==> src/rtl/game_pkg.sv <==
// Shared types and constants for the two-player code-guessing game.
package game_pkg;

  typedef enum logic [3:0] {
    StIdle     = 4'd0,
    StP1Secret = 4'd1,
    StP2Secret = 4'd2,
    StP1Turn   = 4'd3,
    StP1Check  = 4'd4,
    StP2Turn   = 4'd5,
    StP2Check  = 4'd6,
    StP1Wins   = 4'd7,
    StP2Wins   = 4'd8,
    StDraw     = 4'd9
  } game_state_e;

  // Checker result layout: {wrong_place, right_place}
  localparam int unsigned RightLsb = 0;
  localparam int unsigned RightMsb = 3;
  localparam int unsigned WrongLsb = 4;
  localparam int unsigned WrongMsb = 7;

  localparam int unsigned DefaultDigits     = 4;
  localparam int unsigned DefaultMaxGuesses = 10;

endpackage

==> src/rtl/game_turn_controller_cycle_timer.sv <==
// Loadable down-counter; expired is high while the count sits at zero.
module cycle_timer #(
  parameter int unsigned Width = 8
) (
  input  logic             clk,
  input  logic             rst,
  input  logic             load,
  input  logic [Width-1:0] load_value,
  output logic             expired
);

  logic [Width-1:0] count_q, count_d;

  always_comb begin
    count_d = count_q;
    if (load) begin
      count_d = load_value;
    end else if (count_q != '0) begin
      count_d = count_q - Width'(1);
    end
  end

  always_ff @(posedge clk) begin
    if (rst) begin
      count_q <= '0;
    end else begin
      count_q <= count_d;
    end
  end

  assign expired = (count_q == '0);

endmodule

==> src/rtl/game_turn_controller.sv <==
// Turn sequencer for the code-guessing game. Define UNIQUE_DIGITS_EN to reject
// secrets containing repeated nibbles.
module game_turn_controller
  import game_pkg::*;
#(
  parameter int unsigned DIGITS          = DefaultDigits,
  parameter int unsigned MAX_GUESSES     = DefaultMaxGuesses,
  parameter int unsigned WIN_HOLD_CYCLES = 256,
  parameter int unsigned CHK_TIMEOUT     = 16
) (
  input  logic                clk,
  input  logic                rst,
  input  logic                btn_pulse,
  input  logic [4*DIGITS-1:0] sw_value,
  input  logic [7:0]          chk_result,
  input  logic                chk_valid,
  output logic                chk_start,
  output logic [4*DIGITS-1:0] chk_answer,
  output logic [4*DIGITS-1:0] chk_guess,
  output logic                active_player,
  output logic [3:0]          state_code,
  output logic [7:0]          last_result,
  output logic [3:0]          guess_cnt_p1,
  output logic [3:0]          guess_cnt_p2,
  output logic                win_p1,
  output logic                win_p2,
  output logic                draw,
  output logic                err
);

  localparam int unsigned CodeW = 4 * DIGITS;
  localparam int unsigned ToW   = $clog2(CHK_TIMEOUT + 1);
  localparam int unsigned HoldW = $clog2(WIN_HOLD_CYCLES + 1);

  game_state_e      state_q, state_d;
  logic [CodeW-1:0] secret_p1_q, secret_p1_d;
  logic [CodeW-1:0] secret_p2_q, secret_p2_d;
  logic [CodeW-1:0] guess_q, guess_d;
  logic [CodeW-1:0] answer_q, answer_d;
  logic [3:0]       cnt_p1_q, cnt_p1_d;
  logic [3:0]       cnt_p2_q, cnt_p2_d;
  logic [7:0]       result_q, result_d;
  logic             start_q, start_d;
  logic             err_q, err_d;
  logic             state_entry;
  logic             to_expired;
  logic             hold_expired;
  logic             secret_ok;
  logic             win_hit;
  logic [3:0]       cnt_p1_inc;
  logic [3:0]       cnt_p2_inc;

`ifdef UNIQUE_DIGITS_EN
  always_comb begin
    secret_ok = 1'b1;
    for (int i = 0; i < int'(DIGITS); i++) begin
      for (int j = i + 1; j < int'(DIGITS); j++) begin
        if (sw_value[4*i +: 4] == sw_value[4*j +: 4]) begin
          secret_ok = 1'b0;
        end
      end
    end
  end
`else
  assign secret_ok = 1'b1;
`endif

  assign win_hit    = (chk_result[RightMsb:RightLsb] == 4'(DIGITS));
  assign cnt_p1_inc = (cnt_p1_q < 4'(MAX_GUESSES)) ? cnt_p1_q + 4'd1 : cnt_p1_q;
  assign cnt_p2_inc = (cnt_p2_q < 4'(MAX_GUESSES)) ? cnt_p2_q + 4'd1 : cnt_p2_q;

  // Both timers restart on any state entry; each is only consulted in its own states.
  assign state_entry = (state_d != state_q);

  cycle_timer #(
    .Width(ToW)
  ) u_check_timer (
    .clk       (clk),
    .rst       (rst),
    .load      (state_entry),
    .load_value(ToW'(CHK_TIMEOUT - 1)),
    .expired   (to_expired)
  );

  cycle_timer #(
    .Width(HoldW)
  ) u_hold_timer (
    .clk       (clk),
    .rst       (rst),
    .load      (state_entry),
    .load_value(HoldW'(WIN_HOLD_CYCLES - 1)),
    .expired   (hold_expired)
  );

  always_comb begin
    state_d     = state_q;
    secret_p1_d = secret_p1_q;
    secret_p2_d = secret_p2_q;
    guess_d     = guess_q;
    answer_d    = answer_q;
    cnt_p1_d    = cnt_p1_q;
    cnt_p2_d    = cnt_p2_q;
    result_d    = result_q;
    start_d     = 1'b0;
    err_d       = 1'b0;

    case (state_q)
      StIdle: begin
        if (btn_pulse) begin
          state_d  = StP1Secret;
          cnt_p1_d = '0;
          cnt_p2_d = '0;
          result_d = '0;
        end
      end
      StP1Secret: begin
        if (btn_pulse) begin
          if (secret_ok) begin
            secret_p1_d = sw_value;
            state_d     = StP2Secret;
          end else begin
            err_d = 1'b1;
          end
        end
      end
      StP2Secret: begin
        if (btn_pulse) begin
          if (secret_ok) begin
            secret_p2_d = sw_value;
            state_d     = StP1Turn;
          end else begin
            err_d = 1'b1;
          end
        end
      end
      StP1Turn: begin
        if (btn_pulse) begin
          guess_d  = sw_value;
          answer_d = secret_p2_q;
          start_d  = 1'b1;
          state_d  = StP1Check;
        end
      end
      StP1Check: begin
        // A result arriving on the expiry cycle takes priority over the timeout.
        if (chk_valid) begin
          result_d = chk_result;
          cnt_p1_d = cnt_p1_inc;
          state_d  = win_hit ? StP1Wins : StP2Turn;
        end else if (to_expired) begin
          err_d   = 1'b1;
          state_d = StP1Turn;
        end
      end
      StP2Turn: begin
        if (btn_pulse) begin
          guess_d  = sw_value;
          answer_d = secret_p1_q;
          start_d  = 1'b1;
          state_d  = StP2Check;
        end
      end
      StP2Check: begin
        if (chk_valid) begin
          result_d = chk_result;
          cnt_p2_d = cnt_p2_inc;
          if (win_hit) begin
            state_d = StP2Wins;
          end else if (cnt_p2_inc == 4'(MAX_GUESSES)) begin
            state_d = StDraw;
          end else begin
            state_d = StP1Turn;
          end
        end else if (to_expired) begin
          err_d   = 1'b1;
          state_d = StP2Turn;
        end
      end
      StP1Wins, StP2Wins, StDraw: begin
        if (hold_expired) begin
          state_d = StIdle;
        end
      end
      default: state_d = StIdle;
    endcase
  end

  always_ff @(posedge clk) begin
    if (rst) begin
      state_q     <= StIdle;
      secret_p1_q <= '0;
      secret_p2_q <= '0;
      guess_q     <= '0;
      answer_q    <= '0;
      cnt_p1_q    <= '0;
      cnt_p2_q    <= '0;
      result_q    <= '0;
      start_q     <= 1'b0;
      err_q       <= 1'b0;
    end else begin
      state_q     <= state_d;
      secret_p1_q <= secret_p1_d;
      secret_p2_q <= secret_p2_d;
      guess_q     <= guess_d;
      answer_q    <= answer_d;
      cnt_p1_q    <= cnt_p1_d;
      cnt_p2_q    <= cnt_p2_d;
      result_q    <= result_d;
      start_q     <= start_d;
      err_q       <= err_d;
    end
  end

  assign chk_start     = start_q;
  assign chk_answer    = answer_q;
  assign chk_guess     = guess_q;
  assign active_player = (state_q == StP2Secret) || (state_q == StP2Turn) ||
                         (state_q == StP2Check);
  assign state_code    = state_q;
  assign last_result   = result_q;
  assign guess_cnt_p1  = cnt_p1_q;
  assign guess_cnt_p2  = cnt_p2_q;
  assign win_p1        = (state_q == StP1Wins);
  assign win_p2        = (state_q == StP2Wins);
  assign draw          = (state_q == StDraw);
  assign err           = err_q;

endmodule
==> config.mk <==
export PLATFORM = sky130hd
export DESIGN_NAME = game_turn_controller
export DESIGN_NICKNAME = d
export VERILOG_FILES = /design/src/rtl/game_pkg.sv /design/src/rtl/game_turn_controller_cycle_timer.sv /design/src/rtl/game_turn_controller.sv
export SDC_FILE = /design/constraint.sdc
export NUM_CORES = 1
export LEC_CHECK = 0
export ABC_AREA = 1
export ABC_CLOCK_PERIOD_IN_PS = 4200
export CORE_MARGIN = 2
export CORE_UTILIZATION = 40
export CTS_CLUSTER_SIZE = 28
export DETAILED_ROUTE_END_ITERATION = 16
export PLACE_DENSITY = 0.72
export SLEW_MARGIN = 15
export SYNTH_ARGS = -nofsm -noshare
export SYNTH_HDL_FRONTEND = slang
export SYNTH_SLANG_ARGS = --single-unit
==> constraint.sdc <==
create_clock -name clk -period 4.2 [get_ports clk]
set_input_delay 0.63 -clock clk [delete_from_list [all_inputs] [get_ports clk]]
set_output_delay 0.63 -clock clk [all_outputs]
set_load 0.01 [all_outputs]
Word level (Yosys, flattened, before mapping):

Cells that the tools add are included.

* output and inout bits: 58
* word-level logic and storage cells: 100
* input port bits: 28
* register bits: 100

* magnitude comparators: 2
* bitwise gates (word level): 2
* eq/ne operators: 19
* add/sub/neg operators: 4
* mux-type cells: 33
* reductions and logical operators: 26

Operators with widths (count)
* $mux 4: 19
* $mux 16: 2
* $mux 8: 4
* $pmux 16 s2: 1
* $pmux 4 s8: 1
* $eq 4x3->1 const B: 5
* $pmux 4 s2: 2
* $pmux 8 s2: 1
* $eq 4x4->1 const B: 3
* $ne 2x2->1 const B: 6
* $reduce_bool 2->1: 6
* $logic_not 9->1: 1
* $reduce_and 3->1: 3
* $reduce_bool 9->1: 1
* $sub 9x1->9 const B: 1
* $add 4x1->4 const B: 2
* $eq 4x2->1 const B: 2
* $lt 4x4->1 const B: 2
* $reduce_or 2->1: 4
* $reduce_and 2->1: 3
* $reduce_or 3->1: 2
* $logic_not 5->1: 1
* $reduce_bool 5->1: 1
* $sub 5x1->5 const B: 1
* 9 further kinds: 12

Logic depth before layout (Yosys ltp):

Gate-level depths: netlist of run 1.

* word-level depth: 9
* gate-level depth with buffers: 17
* depth with buffers taken out: 16

Hierarchy:

A second synthesis of run 1 with hierarchy kept.

* cells, all modules: 639
* area, all modules: 4550.6 um^2

By module, submodules not included
* game_turn_controller: seq. area each 1721.7 um^2, area each 3683.5 um^2, instances 1, cells each 510
* cycle_timer at u_hold_timer: seq. area each 180.2 um^2, area each 576.8 um^2, instances 1, cells each 87
* cycle_timer at u_check_timer: seq. area each 100.1 um^2, area each 290.3 um^2, instances 1, cells each 42

Least setup slack after synthesis of run 1:

No wires, ideal clock.

* kind: reg-to-output
* start: reg state_q[1] (netlist: state_code[1])
* end: out active_player
* cell stages (with the launch flop): 7
* arrival: 1263 ps
* required time: 3570 ps
* setup slack: 2307 ps
* path buffers: 1
* cell sequence: dfxtp_1 > inv_2 > nand2_2 > nor2_8 > inv_4 > clkbuf_1 > o21ai_0

* word-level cells in the longest chain between the ends: 3
* elaborated cells on any way between the ends: 5
* those cells by class: 3 x eq/ne; 2 x reduce/logical

Ends and longest elaborated chain
* from (decl): RTL line game_turn_controller.sv:35 `game_state_e state_q, state_d;`
* from (signal assigned): RTL line game_turn_controller.sv:190 `state_q <= StIdle;`
* from (signal assigned): RTL line game_turn_controller.sv:201 `state_q <= state_d;`
* $eq 4x2->1 or $eq 4x3->1 (tied branches): RTL line game_turn_controller.sv:217 `assign active_player = (state_q == StP2Secret) || (state_q == StP2Turn) ||`
* $logic_or 1x1->1: RTL line game_turn_controller.sv:217
* $logic_or 1x1->1 (*): RTL line game_turn_controller.sv:217
* to (decl): RTL line game_turn_controller.sv:20 `output logic active_player,`

Every way passes the cells marked *; elsewhere a longest branch is shown, timed or not.

Worst setup path in the final report of run 1:

* start: reg state_q[0] (netlist: state_code[0])
* end: out active_player

Same word-level chain as after synthesis.

==> reports/summary.json, run 1 <==
{
  "mostFrequentLayoutCell": "nor2_1",
  "max_slew.worst_pin.slew_ns": 0.9442,
  "vdd.ir_drop.worst_mv": 0.2240,
  "cts.path.max_buffers": 2,
  "detail_route.first_pass.iterations": 5,
  "timing.hold.worst_path_depth": 2,
  "synth.ff_latch_count": 100,
  "synth_top_cell_area_share_pct": 45.16,
  "ys_top_cells_by_area": "dfxtp_1, nor2_1, nand2_1",
  "grt_start_max_net_pins": 71,
  "clock.fmax_ghz": 0.3429,
  "timing.final.setup_violations": 0,
  "gpl.final_weighted_congestion": 0.9182,
  "ios": 86,
  "power_frac_comb_pct": 17.9,
  "total_switching_power_uw": 617.2,
  "grt_pass1_vias": 4008,
  "hp-class": "reg2reg",
  "sw_frac_of_total_pct": 28.06,
  "core.rowCount": 38,
  "path_clk_slew_ns": 0.09,
  "cts_root_buf": "clkbuf_8",
  "vias": 4197,
  "worst_ep_arrival_time_ns": 2.29,
  "cells_after_synthesis": 608,
  "syn-mean-instance-area_um2": 7.291,
  "via_per_inst": 5.069,
  "cellInternalPower_uw": 1582,
  "critPathMaxStageDelay_ns": 0.58,
  "cts_tree": "built",
  "hold_violations": 0,
  "crit_chain": "nand2_2 -> nor2_8 -> inv_4 -> o21ai_0 -> clkdlybuf4s50_1",
  "min_period_over_period_pct": 69.45,
  "clock_sink_count": 100,
  "post_route_cells_drive_above_1_share_pct": 10.03,
  "grtUsageTotal_pct": 19.52,
  "final_net_count": 717,
  "multiInputGateArea_um2": 2059,
  "cp-end-kind": "output pin",
  "wl_per_cell_um": 13.56,
  "worstPathMaxFanout": 19,
  "grt_setup_unrepaired": "false",
  "clock_skew_ns": 0.008206,
  "relSlewSlack_pct": 37.05,
  "cts_repair_resize_count": 0,
  "status": "complete, no violations",
  "seq_power_share_pct": 47.6,
  "drt_wl_total_um": 11230,
  "synth_area_leader_cell": "dfxtp_1",
  "postLayoutCoreUtil_pct": 51.88,
  "initialDrtViolationCount": 253,
  "register_area_um2": 2002,
  "grt_first_pass_wirelength_um": 18470,
  "synth.cell_area_um2": 4433,
  "core_region_area_um2": 10840,
  "worst-setup-path-type": "reg2out",
  "cts-hold-fix-buffers": 0,
  "cap_violations": 0,
  "placement.io_buffers": 85,
  "grt_antenna_before_repair": 0,
  "antenna_cells_inserted": 0,
  "mostFrequentLayoutCells": "nor2_1, dfxtp_1, nand2_1",
  "postCtsSetupRepairBufs": 0,
  "post_synth_num_cell_types": 39,
  "grt-ovfl-total": 0,
  "timing_max_transition_violations_final": 0,
  "cts_inserted_buffers": 9,
  "syn-num-nets": 642,
  "fin_setup_tns_ns": 0,
  "clock_tree.htree_level_count": 3,
  "cp_slowest_cell": "clkdlybuf4s50_1",
  "power_uw": 2199,
  "power_density_nw_per_um2": 391.1,
  "drc_violations": 0,
  "start_util_pct": 40.89,
  "die_width_um": 109.3,
  "p_leak_uw": 0.002357,
  "clk-insertion-delay-late_ns": 0.37,
  "power.share.clock_pct": 34.5,
  "hpwlAfterDp_um": 7843,
  "layout-area-overhead-vs-synth_pct": 26.87,
  "drt.antenna.violating_nets": 0,
  "start_kind": "flip-flop",
  "die_height_um": 109.3,
  "yosysWarningCount": 0,
  "final_period_minus_worst_setup_slack_ns": 2.917,
  "synth_seq_area_share_pct": 45.16,
  "cp.required_ns": 3.57,
  "r2r_cell_count": 8,
  "die_area_um2": 11940,
  "num-fill-cells": 1058
}
cell type report:
class                           count  share of cell area, %
Timing Repair Buffer               89                  15.66
Clock buffer                       10                  2.447
Clock inverter                      6                  2.069
Multi-Input combinational cell    417                  36.62
Sequential cell                   100                  35.60
Tap cell                          140                  3.115
Inverter                           66                  4.494
state kept, by name, summed over array words and instances (netlist names), 5 cells and up:
| signal | count |
|---|---|
| u_check_timer.count_q | 5 |
| u_hold_timer.count_q | 9 |
| secret_p2_q | 16 |
| chk_guess | 16 |
| last_result | 8 |
| chk_answer | 16 |
| secret_p1_q | 16 |
power groups by stage:
stage / clock, uW / combinational [uW] / sequential [uW]
detailed placement: 0 / 390 / 1070
CTS: 772 / 396 / 1050
global placement: 0 / 376 / 1060
global route: 813 / 442 / 1050
finish: 759 / 394 / 1050
floorplan: 0 / 265 / 1060
final timing paths:
check / startpoint / endpoint / slack, ns
setup / recovery: state_code[0]$_SDFF_PP0_ / active_player / 1.28
hold / removal: last_result[6]$_SDFFE_PP0P_ / last_result[6]$_SDFFE_PP0P_ / 0.47
hold reg to reg: last_result[6]$_SDFFE_PP0P_ / last_result[6]$_SDFFE_PP0P_ / 0.47
setup reg to reg: state_code[0]$_SDFF_PP0_ / chk_answer[12]$_SDFFE_PP0P_ / 1.54
stage by stage:
stage | setup slack, ns | hold WS [ns] | area, um2 | instances
3_5_place_dp | 1.426 | 0.4627 | 5370 | 812
2_1_floorplan | 2.307 | 0.4527 | 4433 | 608
3_3_place_gp | 1.552 | 0.4529 | 5370 | 812
4_1_cts | 1.278 | 0.4766 | 5624 | 828
6_report | 1.283 | 0.4737 | 5624 | 828
5_1_grt | 1.163 | 0.4943 | 5624 | 828
per-layer routing:
layer  vias up  global-route usage, %  routed length (um)
li1       2116                      -                   -
met1      1935                  23.90                4840
met3        10                  5.918                 862
met4         0                  4.521                 102
met2       136                  33.63                5424
met5         -                      0                   0
critical path: cells and delay by family (launching register included):
family,cells,cell delay [ns]
AO/OA/AOI/OAI,1,0.14
AND/OR/NAND/NOR,2,0.47
flip-flops,1,0.57
buffers and inverters,2,0.75
kinds of logic after synthesis:
kind of cell	after synthesis	share of synthesized area [%]
buffers and inverters	91	8.382
adders and majority gates	6	1.693
DFF	100	45.16
AOI/OAI and AO/OA	130	16.00
xor gates and xnor gates	4	0.7902
and+or+nand+nor	277	27.97
synth_stat cells (all sizes together):
cell / number
nor2: 127
nand2: 104
dfxtp: 100
o21ai: 80
inv: 64
nand3: 36
a21oi: 20
a31oi: 17
clkbuf: 15
buf: 10
ha: 6
nor3: 5
a211oi: 4
xor2: 4
nand4: 3
clkinv: 2
o22ai: 2
o31ai: 2
a21boi: 1
nor4: 1
o211a: 1
o211ai: 1
o21a: 1
o41ai: 1
or2: 1
Note: power is estimated with default switching activity, not from simulation.
==> run 2, diff against run 1 <==
--- a/config.mk
+++ b/config.mk
@@ -6,7 +6,7 @@
 export NUM_CORES = 1
 export LEC_CHECK = 0
 export ABC_AREA = 1
-export ABC_CLOCK_PERIOD_IN_PS = 4200
+export ABC_CLOCK_PERIOD_IN_PS = 2770
 export CORE_MARGIN = 2
 export CORE_UTILIZATION = 40
 export CTS_CLUSTER_SIZE = 28
==> constraint.sdc (replaced) <==
create_clock -name clk -period 2.77 [get_ports clk]
set_input_delay 0.4155 -clock clk [delete_from_list [all_inputs] [get_ports clk]]
set_output_delay 0.4155 -clock clk [all_outputs]
set_load 0.01 [all_outputs]
==> run 2 against run 1 <==
Clock power up 25%. Clock skew up 0.0060 ns. Critical path depth unchanged. Global-route usage up 0.45 points. Worst setup slack worse by 1.2 ns. First-iteration DRC count up 11%. Power up 42%. Sequential share of layout area about the same. Non-clock buffer count up 4. Clock-buffer cell count unchanged. Combinational power up 52%.
==> reports/summary.json, run 2 (synthesized netlist as in run 1, its figures left out) <==
{
  "post_route_cells_drive_above_1_share": {"value": 10.69, "unit": "%", "change": "+0.66 points"},
  "fin_setup_tns": {"value": 0, "unit": "ns", "change": "unchanged"},
  "layout-area-overhead-vs-synth": {"value": 26.95, "unit": "%", "change": "about the same"},
  "placement.io_buffers": {"value": 85, "change": "unchanged"},
  "via_per_inst": {"value": 5.096, "change": "+0.54%"},
  "p_leak": {"value": 0.002356, "unit": "uW", "change": "about the same"},
  "clock_sink_count": {"value": 100, "change": "unchanged"},
  "cp-end-kind": "output pin",
  "hpwlAfterDp": {"value": 7772, "unit": "um", "change": "-0.90%"},
  "gpl.final_weighted_congestion": {"value": 0.9445, "change": "+2.9%"},
  "drt_wl_total": {"value": 11300, "unit": "um", "change": "+0.61%"},
  "postCtsSetupRepairBufs": {"value": 0, "change": "unchanged"},
  "crit_chain": "nand2_4 -> nor2_8 -> inv_4 -> o21ai_0 -> clkdlybuf4s50_1",
  "grt_setup_unrepaired": "false",
  "worst-setup-path-type": "reg2out",
  "die_height": {"value": 109.3, "unit": "um", "change": "unchanged"},
  "cts_root_buf": "clkbuf_8",
  "num-fill-cells": {"value": 1051, "change": "-0.66%"},
  "start_kind": "flip-flop",
  "vias": {"value": 4240, "change": "+1.0%"},
  "clock.fmax_ghz": 0.3760,
  "final_net_count": {"value": 721, "change": "+0.56%"},
  "cts.path.max_buffers": {"value": 2, "change": "unchanged"},
  "ios": {"value": 86, "change": "unchanged"},
  "path_clk_slew": {"value": 0.11, "unit": "ns", "change": "+0.02 ns"},
  "vdd.ir_drop.worst": {"value": 0.2991, "unit": "mV", "change": "+34%"},
  "cts_inserted_buffers": {"value": 9, "change": "unchanged"},
  "die_area": {"value": 11940, "unit": "um2", "change": "unchanged"},
  "antenna_cells_inserted": {"value": 0, "change": "unchanged"},
  "status": "complete, no violations",
  "relSlewSlack": {"value": 61.54, "unit": "%", "change": "+24 points"},
  "cap_violations": {"value": 0, "change": "unchanged"},
  "grt_first_pass_wirelength": {"value": 18900, "unit": "um", "change": "+2.3%"},
  "worst_ep_arrival_time": {"value": 2.24, "unit": "ns", "change": "-0.05 ns"},
  "final_period_minus_worst_setup_slack_ns": 2.660,
  "fin_area": {"value": 5628, "unit": "um2", "change": "about the same"},
  "worstPathMaxFanout": {"value": 19, "change": "unchanged"},
  "clock_tree.htree_level_count": {"value": 3, "change": "unchanged"},
  "power": {"value": 3133, "unit": "uW", "change": "+42%"},
  "initialDrtViolationCount": {"value": 282, "change": "+11%"},
  "timing.final.setup_violations": {"value": 0, "change": "unchanged"},
  "grt-ovfl-total": {"value": 0, "change": "unchanged"},
  "grt_pass1_vias": {"value": 4061, "change": "+1.3%"},
  "mostFrequentLayoutCells": "nor2_1, dfxtp_1, nand2_1",
  "core_region_area": {"value": 10840, "unit": "um2", "change": "unchanged"},
  "preCtsSetupSlack": {"value": 0.3576, "unit": "ns", "change": "-1.068 ns"},
  "final.hold.worst_slack": {"value": 0.4741, "unit": "ns", "change": "+0.0004000 ns"},
  "start_util": {"value": 40.89, "unit": "%", "change": "unchanged"},
  "clk-insertion-delay-late": {"value": 0.37, "unit": "ns", "change": "about the same"},
  "critPathMaxStageDelay": {"value": 0.58, "unit": "ns", "change": "about the same"},
  "drc_violations": {"value": 0, "change": "unchanged"},
  "finalWorstSetupSlack": {"value": 0.1101, "unit": "ns", "change": "-1.173 ns"},
  "hold_violations": {"value": 0, "change": "unchanged"},
  "power_density": {"value": 556.6, "unit": "nW/um2", "change": "+42%"},
  "hp-class": "reg2reg",
  "clock_skew": {"value": 0.01417, "unit": "ns", "change": "+0.005962 ns"},
  "cp_slowest_cell": "clkdlybuf4s50_1",
  "detail_route.first_pass.iterations": {"value": 7, "change": "+2"},
  "grt_antenna_before_repair": {"value": 0, "change": "unchanged"},
  "wl_per_cell": {"value": 13.58, "unit": "um", "change": "+0.13%"},
  "cp.required": {"value": 2.35, "unit": "ns", "change": "-1.22 ns"},
  "cts_tree": "built",
  "core.rowCount": {"value": 38, "change": "unchanged"},
  "drt.antenna.violating_nets": {"value": 0, "change": "unchanged"},
  "grtUsageTotal": {"value": 19.97, "unit": "%", "change": "+0.45 points"},
  "cts-hold-fix-buffers": {"value": 0, "change": "unchanged"},
  "mostFrequentLayoutCell": "nor2_1",
  "max_slew.worst_pin.slew": {"value": 0.5762, "unit": "ns", "change": "-0.3680 ns"},
  "timing_max_transition_violations_final": {"value": 0, "change": "unchanged"},
  "grt_start_max_net_pins": {"value": 51, "change": "-28%"},
  "min_period_over_period_pct": 96.03,
  "dpl-instance-area": {"value": 5425, "unit": "um2", "change": "+1.0%"},
  "die_width": {"value": 109.3, "unit": "um", "change": "unchanged"}
}
-- run 2: cell count changes in the layout (fill, tap and decap cells not counted), sizes merged --
| cell | previous run | this run |
|---|---|---|
| inv | 67 | 69 |
| clkinvlp | 0 | 1 |
| bufinv | 3 | 0 |
| buf | 4 | 8 |
-- run 2: path summary, 6_finish.rpt --
kind,cells past startpoint,end,start,slack (ns)
worst max register to register,15,u_hold_timer.count_q[6]$_SDFFE_PP0P_,u_check_timer.count_q[0]$_SDFFE_PP0P_,0.52
worst min register to register,2,last_result[1]$_SDFFE_PP0P_,last_result[1]$_SDFFE_PP0P_,0.47
worst max-delay path,5,active_player,state_code[2]$_SDFF_PP0_,0.11
worst min-delay path,2,last_result[1]$_SDFFE_PP0P_,last_result[1]$_SDFFE_PP0P_,0.47
-- run 2: cell type report --
type | count | area [um2] | share of cell area (%)
Multi-Input combinational cell | 417 | 2059 | 36.59
Clock inverter | 6 | 63.81 | 1.134
Tap cell | 140 | 175.2 | 3.112
Inverter | 66 | 252.7 | 4.491
Sequential cell | 100 | 2003 | 35.59
Timing Repair Buffer | 93 | 935.9 | 16.63
Clock buffer | 10 | 137.6 | 2.446
-- run 2: routing by layer --
layer	vias to the layer above	part of all wire (%)	track usage [%]
met1	1943	42	24.72
met3	12	7.7	5.918
met5	-	0	0
met2	154	50	34.29
met4	0	0.73	4.430
li1	2131	-	-
-- run 2: timing repair --
action | in CTS | in global routing
hold endpoints to repair | 0 | 0
gates resized for setup | 0 | 1
endpoints found under the setup margin | 0 | 1
-- run 2: report_power, final --
group	internal, uW	total (uW)	switching [uW]
Combinational	247	599	352
Clock	379	947	568
Sequential	1520	1590	62.7
Total	2150	3130	983
-- run 2: per-stage QoR --
stage	std cells	utilization, %
floorplan	608	-
detailed placement	816	50.05
global placement	816	50.05
finish	832	51.92
CTS	832	51.90
global route	832	51.92
-- run 2: worst max-delay path, delay by kind of cell (launching register included) --
kind | cells | cell delay (ns)
simple gates | 2 | 0.47
flops | 1 | 0.50
buf+inv | 2 | 0.75
compound gates | 1 | 0.14
